File: config.mk
export PLATFORM = sky130hd
export DESIGN_NAME = regfile_sb_flat
export DESIGN_NICKNAME = d
export VERILOG_FILES = /design/src/rtl/rv32i_pkg.sv /design/src/rtl/regfile_sb_if.sv /design/src/rtl/sb_tracker.sv /design/src/rtl/regfile_sb.sv /design/src/flat_wrapper.sv
export SDC_FILE = /design/constraint.sdc
export NUM_CORES = 2
export LEC_CHECK = 0
export ABC_CLOCK_PERIOD_IN_PS = 32800
export CAP_MARGIN = 20
export CORE_MARGIN = 2
export CORE_UTILIZATION = 35
export CTS_CLUSTER_SIZE = 24
export DETAILED_ROUTE_END_ITERATION = 6
export GPL_ROUTABILITY_DRIVEN = 0
export PLACE_DENSITY = 0.59
export SLEW_MARGIN = 20
export SYNTH_ARGS = -nofsm -noshare
export SYNTH_HDL_FRONTEND = slang
export SYNTH_HIERARCHICAL = 1
export SYNTH_SLANG_ARGS = --single-unit
File: constraint.sdc
create_clock -name clk -period 32.8 [get_ports clk]
set_input_delay 6.56 -clock clk [delete_from_list [all_inputs] [get_ports clk]]
set_output_delay 6.56 -clock clk [all_outputs]
set_load 0.05 [all_outputs]
File: src/rtl/rv32i_pkg.sv
// Shared rv32i integer-datapath widths and types.
package rv32i_pkg;

    localparam int unsigned XLEN           = 32;
    localparam int unsigned REG_ADDR_WIDTH = 5;
    localparam int unsigned NUM_REGS       = 2 ** REG_ADDR_WIDTH;

    typedef logic [REG_ADDR_WIDTH-1:0] reg_addr_t;
    typedef logic [XLEN-1:0]           xlen_t;

endpackage

File: src/rtl/regfile_sb_if.sv
// Decode/writeback bus into the scoreboarded register file.
interface regfile_sb_if #(
    parameter int unsigned NUM_RD   = 2,
    parameter int unsigned MAX_PEND = 4
) ();
    import rv32i_pkg::*;

    localparam int unsigned CNT_W = $clog2(MAX_PEND + 1);

    logic [NUM_RD*REG_ADDR_WIDTH-1:0] ra;
    logic [NUM_RD*XLEN-1:0]           rdata;
    logic [NUM_RD-1:0]                rbusy;
    logic                             wr_en;
    reg_addr_t                        wa;
    xlen_t                            wdata_in;
    logic                             iss_valid;
    reg_addr_t                        iss_rd;
    logic                             iss_ready;
    logic [CNT_W-1:0]                 pend_cnt;

    modport master (
        output ra, wr_en, wa, wdata_in, iss_valid, iss_rd,
        input  rdata, rbusy, iss_ready, pend_cnt
    );

    modport slave (
        input  ra, wr_en, wa, wdata_in, iss_valid, iss_rd,
        output rdata, rbusy, iss_ready, pend_cnt
    );

endinterface

File: src/rtl/sb_tracker.sv
// Busy scoreboard for outstanding destination reservations plus pending-write counter.
module sb_tracker
    import rv32i_pkg::*;
#(
    parameter int unsigned MAX_PEND = 4,
    localparam int unsigned CNT_W   = $clog2(MAX_PEND + 1)
) (
    input  logic                clk,
    input  logic                areset,
    input  logic                wr_en_i,
    input  reg_addr_t           wa_i,
    input  logic                iss_valid_i,
    input  reg_addr_t           iss_rd_i,
    output logic [NUM_REGS-1:0] busy_o,
    output logic                iss_ready_o,
    output logic [CNT_W-1:0]    pend_cnt_o
);

    logic [NUM_REGS-1:0] busy_q, busy_d;
    logic [CNT_W-1:0]    pend_cnt_q, pend_cnt_d;
    logic                retire, accept, ready;

    // busy[iss_rd] is the pre-edge value, so a same-register retire never re-accepts
    always_comb begin
        retire = wr_en_i && (wa_i != '0) && busy_q[wa_i];
        ready  = (iss_rd_i == '0) ||
                 (!busy_q[iss_rd_i] && ((pend_cnt_q < CNT_W'(MAX_PEND)) || retire));
        accept = iss_valid_i && ready && (iss_rd_i != '0);

        busy_d = busy_q;
        if (retire) busy_d[wa_i]     = 1'b0;
        if (accept) busy_d[iss_rd_i] = 1'b1;

        pend_cnt_d = pend_cnt_q;
        case ({accept, retire})
            2'b10:   pend_cnt_d = pend_cnt_q + CNT_W'(1);
            2'b01:   pend_cnt_d = pend_cnt_q - CNT_W'(1);
            default: pend_cnt_d = pend_cnt_q;
        endcase
    end

    always_ff @(posedge clk or posedge areset) begin
        if (areset) begin
            busy_q     <= '0;
            pend_cnt_q <= '0;
        end else begin
            busy_q     <= busy_d;
            pend_cnt_q <= pend_cnt_d;
        end
    end

    assign busy_o      = busy_q;
    assign iss_ready_o = ready;
    assign pend_cnt_o  = pend_cnt_q;

endmodule

File: src/rtl/regfile_sb.sv
// Multi-port integer register file with long-latency writeback scoreboard.
// Define RF_BYPASS_EN to forward same-cycle writeback data onto matching read ports.
module regfile_sb
    import rv32i_pkg::*;
#(
    parameter int unsigned NUM_RD   = 2,
    parameter int unsigned MAX_PEND = 4
) (
    input  logic         clk,
    input  logic         areset,
    regfile_sb_if.slave  rf
);

    xlen_t                  regs_q [NUM_REGS];
    logic [NUM_REGS-1:0]    busy;
    logic [NUM_RD*XLEN-1:0] rdata_c;
    logic [NUM_RD-1:0]      rbusy_c;
    reg_addr_t              rd_addr;
    logic                   wr_fire;

    assign wr_fire = rf.wr_en && (rf.wa != '0);

    sb_tracker #(.MAX_PEND(MAX_PEND)) u_sb (
        .clk         (clk),
        .areset      (areset),
        .wr_en_i     (rf.wr_en),
        .wa_i        (rf.wa),
        .iss_valid_i (rf.iss_valid),
        .iss_rd_i    (rf.iss_rd),
        .busy_o      (busy),
        .iss_ready_o (rf.iss_ready),
        .pend_cnt_o  (rf.pend_cnt)
    );

    // x0 is never written, so it reads back as zero from reset onward
    always_ff @(posedge clk or posedge areset) begin
        if (areset) begin
            for (int unsigned r = 0; r < NUM_REGS; r++) regs_q[r] <= '0;
        end else if (wr_fire) begin
            regs_q[rf.wa] <= rf.wdata_in;
        end
    end

    always_comb begin
        rdata_c = '0;
        rbusy_c = '0;
        rd_addr = '0;
        for (int unsigned i = 0; i < NUM_RD; i++) begin
            rd_addr = rf.ra[i*REG_ADDR_WIDTH +: REG_ADDR_WIDTH];
            rdata_c[i*XLEN +: XLEN] = regs_q[rd_addr];
            rbusy_c[i]              = busy[rd_addr];
`ifdef RF_BYPASS_EN
            if (wr_fire && (rd_addr == rf.wa)) begin
                rdata_c[i*XLEN +: XLEN] = rf.wdata_in;
                rbusy_c[i]              = 1'b0;
            end
`endif
        end
    end

    assign rf.rdata = rdata_c;
    assign rf.rbusy = rbusy_c;

endmodule

File: src/flat_wrapper.sv
// flat-port wrapper written by rule: the top's interface ports become plain ports
module regfile_sb_flat import rv32i_pkg::*;
#(
    parameter int unsigned NUM_RD   = 2,
    parameter int unsigned MAX_PEND = 4
)
  (clk, areset, rf_ra, rf_wr_en, rf_wa, rf_wdata_in, rf_iss_valid, rf_iss_rd, rf_rdata, rf_rbusy, rf_iss_ready, rf_pend_cnt);
  regfile_sb_if #(.NUM_RD(NUM_RD), .MAX_PEND(MAX_PEND)) rf_i ();
  input  logic clk;
  input  logic areset;
  input wire logic [$bits(rf_i.ra)-1:0] rf_ra;
  input wire logic [$bits(rf_i.wr_en)-1:0] rf_wr_en;
  input wire logic [$bits(rf_i.wa)-1:0] rf_wa;
  input wire logic [$bits(rf_i.wdata_in)-1:0] rf_wdata_in;
  input wire logic [$bits(rf_i.iss_valid)-1:0] rf_iss_valid;
  input wire logic [$bits(rf_i.iss_rd)-1:0] rf_iss_rd;
  output wire logic [$bits(rf_i.rdata)-1:0] rf_rdata;
  output wire logic [$bits(rf_i.rbusy)-1:0] rf_rbusy;
  output wire logic [$bits(rf_i.iss_ready)-1:0] rf_iss_ready;
  output wire logic [$bits(rf_i.pend_cnt)-1:0] rf_pend_cnt;
  assign rf_i.ra = rf_ra;
  assign rf_i.wr_en = rf_wr_en;
  assign rf_i.wa = rf_wa;
  assign rf_i.wdata_in = rf_wdata_in;
  assign rf_i.iss_valid = rf_iss_valid;
  assign rf_i.iss_rd = rf_iss_rd;
  assign rf_rdata = rf_i.rdata;
  assign rf_rbusy = rf_i.rbusy;
  assign rf_iss_ready = rf_i.iss_ready;
  assign rf_pend_cnt = rf_i.pend_cnt;
  regfile_sb #(.NUM_RD(NUM_RD), .MAX_PEND(MAX_PEND)) u_core (.clk(clk), .areset(areset), .rf(rf_i));
endmodule
Word level (Yosys, flattened, before mapping). Index checks and enable logic that the tools add are counted.

Output and inout bits: 70. Bits in registers: 1059.

Order comparisons: 11. Bitwise operators: 6. Reduce and logical (&&, ||, !) cells: 15. Equal/unequal tests: 2. Mux-type cells: 24. $add $sub $neg: 2.

Operators by type and width (count): 1024-bit bitwise mux (1); 32-bit binary-select mux with 5-bit select (2); 32-bit two-way mux (7); 32-bit demux with 5-bit select (1); 32-bit bitwise AND (1); 32-bit inverter (1); 32-bit OR (1); 5-bit by 6-bit < comparator with 1-bit output, second input constant (4); 1-bit binary-select mux with 5-bit select (4); 6-bit >= comparator, second input constant (3); 5-bit inverter with 6-bit output (3); 1-bit demux with 5-bit select (2); 5-bit by 1-bit >= comparator with 1-bit output, second input constant (2); 5-bit nonzero test (2); 1-bit logical AND (8); 6-bit by 1-bit < comparator with 1-bit output, second input constant (1); 1-bit two-way mux (6); 3-bit case mux with 2 select lines (1); 5-bit logical NOT (1); 3-bit by 1-bit adder with 3-bit output, second input constant (1); 3-bit < comparator, second input constant (1); 3-bit by 1-bit subtractor with 3-bit output, second input constant (1); 2-bit by 1-bit equality test with 1-bit output, second input constant (1); 2-bit equality test, second input constant (1); other kinds (3) (4).

Longest topological paths before layout.
Depth in word-level cells: 10. Mapped depth: 14. Mapped depth without buffers: 12.

Hierarchy. Netlist, hierarchy kept.

Modules (own cells, without submodules): regfile_sb (cells an instance 4680, times used 1, area an instance 56523.0 sq um, seq. area each 25624.6 sq um); sb_tracker (cells an instance 273, times used 1, area an instance 2575.0 sq um, seq. area each 875.8 sq um).

Least setup slack after synthesis. Ideal clock, no wire load.

Kind: input port to output port. From: input port rf_wa[0]. To: output port rf_iss_ready. Setup slack: 17769 ps. Arrival time: 8471 ps. Required time: 26240 ps. Path buffers: 2. Cell stages on the path: 8. Cells stage by stage: buf_6 -> mux4_2 -> a22o_1 -> a32o_1 -> a21oi_4 -> a22o_4 -> buf_8 -> nand2_1.

Cells in the longest elaborated chain, start to end: 6. Elaborated cells between the ends (all ways): 8.

Ends and longest elaborated chain: from (decl) (line flat_wrapper.sv:13) `input wire logic [$bits(rf_i.wa)-1:0] rf_wa;`; 1-bit binary-select mux with 5-bit select / 5-bit nonzero test (equally long branches) (line sb_tracker.sv:25) `retire = wr_en_i && (wa_i != '0) && busy_q[wa_i];`; 1-bit two-way mux (implied by the code) / 1-bit logical AND (equally long branches) (line sb_tracker.sv:25); 1-bit logical AND (*) (line sb_tracker.sv:25); 1-bit logical OR (*) (line sb_tracker.sv:27) `(!busy_q[iss_rd_i] && ((pend_cnt_q < CNT_W'(MAX_PEND)) || retire));`; 1-bit logical AND (*) (line sb_tracker.sv:27); 1-bit logical OR (*) (line sb_tracker.sv:26) `ready = (iss_rd_i == '0) ||`; to (decl) (line flat_wrapper.sv:19) `output wire logic [$bits(rf_i.iss_ready)-1:0] rf_iss_ready;`.

Every way passes the cells marked *; elsewhere a longest branch is shown, timed or not. The select of a mux whose other input is x is not followed.

Final worst setup path.
From: input port rf_ra[6]. To: output port rf_rdata[36].

Cells in the longest elaborated chain, start to end: 4.

Ends and longest elaborated chain: from (decl) (line flat_wrapper.sv:11) `input wire logic [$bits(rf_i.ra)-1:0] rf_ra;`; 5-bit inverter with 6-bit output (implied by the code) (line regfile_sb.sv:50) `rdata_c[i*XLEN +: XLEN] = regs_q[rd_addr];`; 32-bit binary-select mux with 5-bit select (line regfile_sb.sv:50); 32-bit two-way mux (implied by the code) (2 in series) (line regfile_sb.sv:50); to (decl) (line flat_wrapper.sv:17) `output wire logic [$bits(rf_i.rdata)-1:0] rf_rdata;`.

No other way between the ends. The select of a mux whose other input is x is not followed.

==> summary.md <==
• complete, no violations — status
• 0.4484 — register area share after synthesis
• built — clock tree from TritonCTS
• 414.9 um — die height
• 0.3993 ns — post-route worst hold slack
• 1.000 — Post-synth ARST share
• 0.0005505 — post-synthesis share of cell area spent on full adders, half adders and majority gates
• 1.175 ns — transition at the pin with the smallest max-transition slack
• 26.24 ns — required time reported for the critical path endpoint
• 0.2795 — ratio of cells with drive above 1 in the final layout
• 0 — Antenna Nets Post-Route
• 0.212 — share of power burned in combinational logic
• 126 — IO Count
• 0.441 — sequential power share
• 1075 x sky130_fd_sc_hd__mux2i_1, 1059 x sky130_fd_sc_hd__dfrtp_1, 957 x sky130_fd_sc_hd__mux2_2, 243 x sky130_fd_sc_hd__nand2_1, 227 x sky130_fd_sc_hd__clkbuf_1 — synth cell count leaders
• 0.05384 GHz — Max Clock Freq
• 0 — number of enable-type register cells in the synthesized netlist
• 414.9 um — width of the die
• 11.93 um2 — synthesized area per cell
• 0 — number of setup buffers added after CTS
• 0.00005296 V — largest voltage drop on the vdd net
• 28.71 ns — R2R setup slack
• 0.2168 — global-route total usage across every layer
• sky130_fd_sc_hd__mux2i_1 — most used standard cell by instance count after synthesis
• 0.3530 — effective utilization at floorplan
• flop to flop — HP Class
• 3352 — 1st-iter DRT viols
• 7076 — non-filler instance count after layout
• 0.75 ns — clock latency reported for the late side of the worst-skew pair
• input port — startpoint type of the worst setup path
• 0 — Maximum Capacitance Violations
• 0.02175 ns — Worst Skew
• 192300 um — wire length reported by the detailed router
• 3 — Max H-tree Level
• sky130_fd_sc_hd__dfrtp_1 — Synth area leader
• 2.810 mW — internal portion of total power
• 0.3898 — Finished Core Util
• sky130_fd_sc_hd__clkbuf_16 — clock tree root driver cell
• 5011 — Syn Nets
• 102200 um — DPL Wire Length
• 8 — initial antenna violation count
• 0 — hold_buf cts
• 59100 um2 — post-synthesis instance area
• 4953 — Post-Synthesis Cells
• 0 — remaining global-route overflow
• 0 — cts repair resizes
• 4835 — net total in the final layout
• 5.832 — via-per-instance ratio
• 0 — Hold Violations, Final
• 18.57 ns — minimum clock period after layout
• 52 — library cells used by synthesis
• 150 — row cnt
• 0 — DRC
• 10.42% — signed area change from the synthesized netlist to the final layout
• u_core/u_sb/busy_o[19]$_DFF_PP0_ — worst reg2reg path startpoint
• multiplexers — combinational family with the most area after synthesis
• 65260 um2 — post-route standard cell area excluding fillers
• 0.5662 — crit share post-route
• 6 — Synthesis Warnings
• 61.43 nW/um2 — power density over the cells
• 283900 um — wire length of the first global-routing pass
• 0 — number of max-slew violations in the final report
• 0.0004446 — xor/xnor cell area share of the yosys netlist
• 1059 — number of flip-flops and latches in the synthesized netlist
• 6863 — number of placed cells counting well taps
• 27.17 um — Routed wire per std cell
• 89 — critical-path maximum fanout
• 0.2151 — headroom to the max-slew limit
• 12.01 ns — WP data arrival
• 0.05007 — Post-Synth Simple-Gate Area
• 0.347 — clock power share
• input port to primary output — Setup Crit Path Kind
• 0.3738 — share of synthesized area spent on multiplexers
• 41270 — via count
• 0 — Finish-stage setup viols
• 172200 um2 — overall die area
• sky130_fd_sc_hd__dfrtp_1 45%, sky130_fd_sc_hd__mux2_2 18%, sky130_fd_sc_hd__mux2i_1 18%, sky130_fd_sc_hd__a22oi_1 2.5%, sky130_fd_sc_hd__a22o_1 2.0% — top cells by area in the synthesized netlist
• 30.00 nW — leakage power summed over all cells
• 41530 — number of global-route vias before repair
• 3 — clk buf depth
• 167400 um2 — core box area
• 125 — port bufs
• 1059 — clk sink count
• 0.06 ns — clock slew seen by the registers of the worst setup and hold paths
• rf_rdata[36] — termination of the worst setup path
• 0.2991 — switching share of power
• 0.4484 — share of the synthesized area in the top cell type
• rf_ra[6] — launch point of the critical path
• 12 — worst r2r path cells
• u_core/u_sb/pend_cnt_o[2]$_DFFE_PP0P_ — FF-to-FF End
• primary output — Worst Setup End Kind
• no — RSZ-0062 raised after global routing
• 180 — maximum number of pins on one net before global-route repair
• sky130_fd_sc_hd__dfrtp_1 — main flop type after synthesis
• 61250 um2 — Cell Area, Placed
• 0.07990 — Compound-Gate Fraction of Synth Area
• 5 — drt first pass iters
• 114 — number of buffers inserted during clock tree synthesis
• 1.199 mW — Psw
• 0 ns — Sum Neg Setup Slack
==> kinds of logic (layout without fill, tap and decap cells) <==
logic type                 count (synthesis)  in the layout
other                                      0              2
muxes                                   2075           2075
DFF                                     1059           1059
adders and majority gates                  2              2
buffers and inverters                    522            439
AOI/OAI and AO/OA                        679            679
and+or+nand+nor                          613            613
xor gates and xnor gates                   3              3
==> placed cells by master, fill, tap and decap left out, types with 71 or more instances in the layout <==
| cell type | count |
|---|---|
| sky130_fd_sc_hd__a22oi_1 | 200 |
| sky130_fd_sc_hd__a22o_1 | 134 |
| sky130_fd_sc_hd__dfrtp_1 | 1059 |
| sky130_fd_sc_hd__clkbuf_16 | 115 |
| sky130_fd_sc_hd__mux2_2 | 957 |
| sky130_fd_sc_hd__nor3_1 | 71 |
| sky130_fd_sc_hd__nand2_1 | 226 |
| sky130_fd_sc_hd__a21oi_1 | 201 |
| sky130_fd_sc_hd__nand3_1 | 219 |
| sky130_fd_sc_hd__buf_4 | 86 |
| sky130_fd_sc_hd__clkdlybuf4s50_1 | 103 |
| sky130_fd_sc_hd__mux2i_1 | 1075 |
==> final cells by class <==
type / count / area [um2]
Antenna cell: 2 / 5.005
Timing Repair Buffer: 220 / 1977
Tap cell: 2204 / 2758
Clock inverter: 45 / 651.9
Sequential cell: 1059 / 26500
Inverter: 10 / 41.29
Clock buffer: 164 / 3392
Multi-Input combinational cell: 3372 / 29930
Fill cell: 16060 / 102200
==> stage by stage <==
step           power [mW]  setup slack, ns
2_1_floorplan       2.396            12.13
3_3_place_gp        2.601            14.31
3_5_place_dp        2.630            14.26
4_1_cts             4.030            14.26
5_1_grt             4.191            14.13
6_report            4.009            14.23
==> registers in the layout, indices dropped and copies added, names as in the netlist <==
register and cells:
u_core/regs_q 1024, u_core/u_sb/busy_o 32, u_core/u_sb/pend_cnt_o 3
==> critical path: stages <==
cell	delay, ns
sky130_fd_sc_hd__buf_8	0.65
sky130_fd_sc_hd__buf_4	0.90
sky130_fd_sc_hd__buf_4	0.87
sky130_fd_sc_hd__buf_4	0.89
sky130_fd_sc_hd__mux2i_1	0.29
sky130_fd_sc_hd__a22oi_1	0.12
sky130_fd_sc_hd__a31oi_1	0.53
sky130_fd_sc_hd__nand3_1	0.26
sky130_fd_sc_hd__clkdlybuf4s50_1	0.77
==> power groups by stage <==
| stage | Clock, mW | Combinational [mW] | Sequential, mW |
|---|---|---|---|
| finish | 1.39 | 0.848 | 1.77 |
| CTS | 1.42 | 0.850 | 1.76 |
| detailed placement | 0 | 0.847 | 1.78 |
| global placement | 0 | 0.830 | 1.77 |
| global route | 1.47 | 0.917 | 1.80 |
| floorplan | 0 | 0.661 | 1.74 |
==> metal layers <==
layer,GRT usage,part of all wire
met5,0,0
met4,0.08642,0.037
met3,0.02572,0.049
met2,0.3567,0.48
met1,0.2903,0.44
==> worst min-delay path by stage <==
stage	to	from	cells after the start
floorplan	u_core/regs_q[1000]$_DFFE_PP0P_	u_core/regs_q[1000]$_DFFE_PP0P_	1
global placement	u_core/regs_q[1016]$_DFFE_PP0P_	u_core/regs_q[1016]$_DFFE_PP0P_	0
detailed placement	u_core/regs_q[1002]$_DFFE_PP0P_	u_core/regs_q[1002]$_DFFE_PP0P_	0
CTS	u_core/regs_q[1023]$_DFFE_PP0P_	u_core/regs_q[1023]$_DFFE_PP0P_	0
global route	u_core/regs_q[999]$_DFFE_PP0P_	u_core/regs_q[999]$_DFFE_PP0P_	0
finish	u_core/regs_q[1022]$_DFFE_PP0P_	u_core/regs_q[1022]$_DFFE_PP0P_	0
No activity file was read; power rests on OpenSTA's default activity.
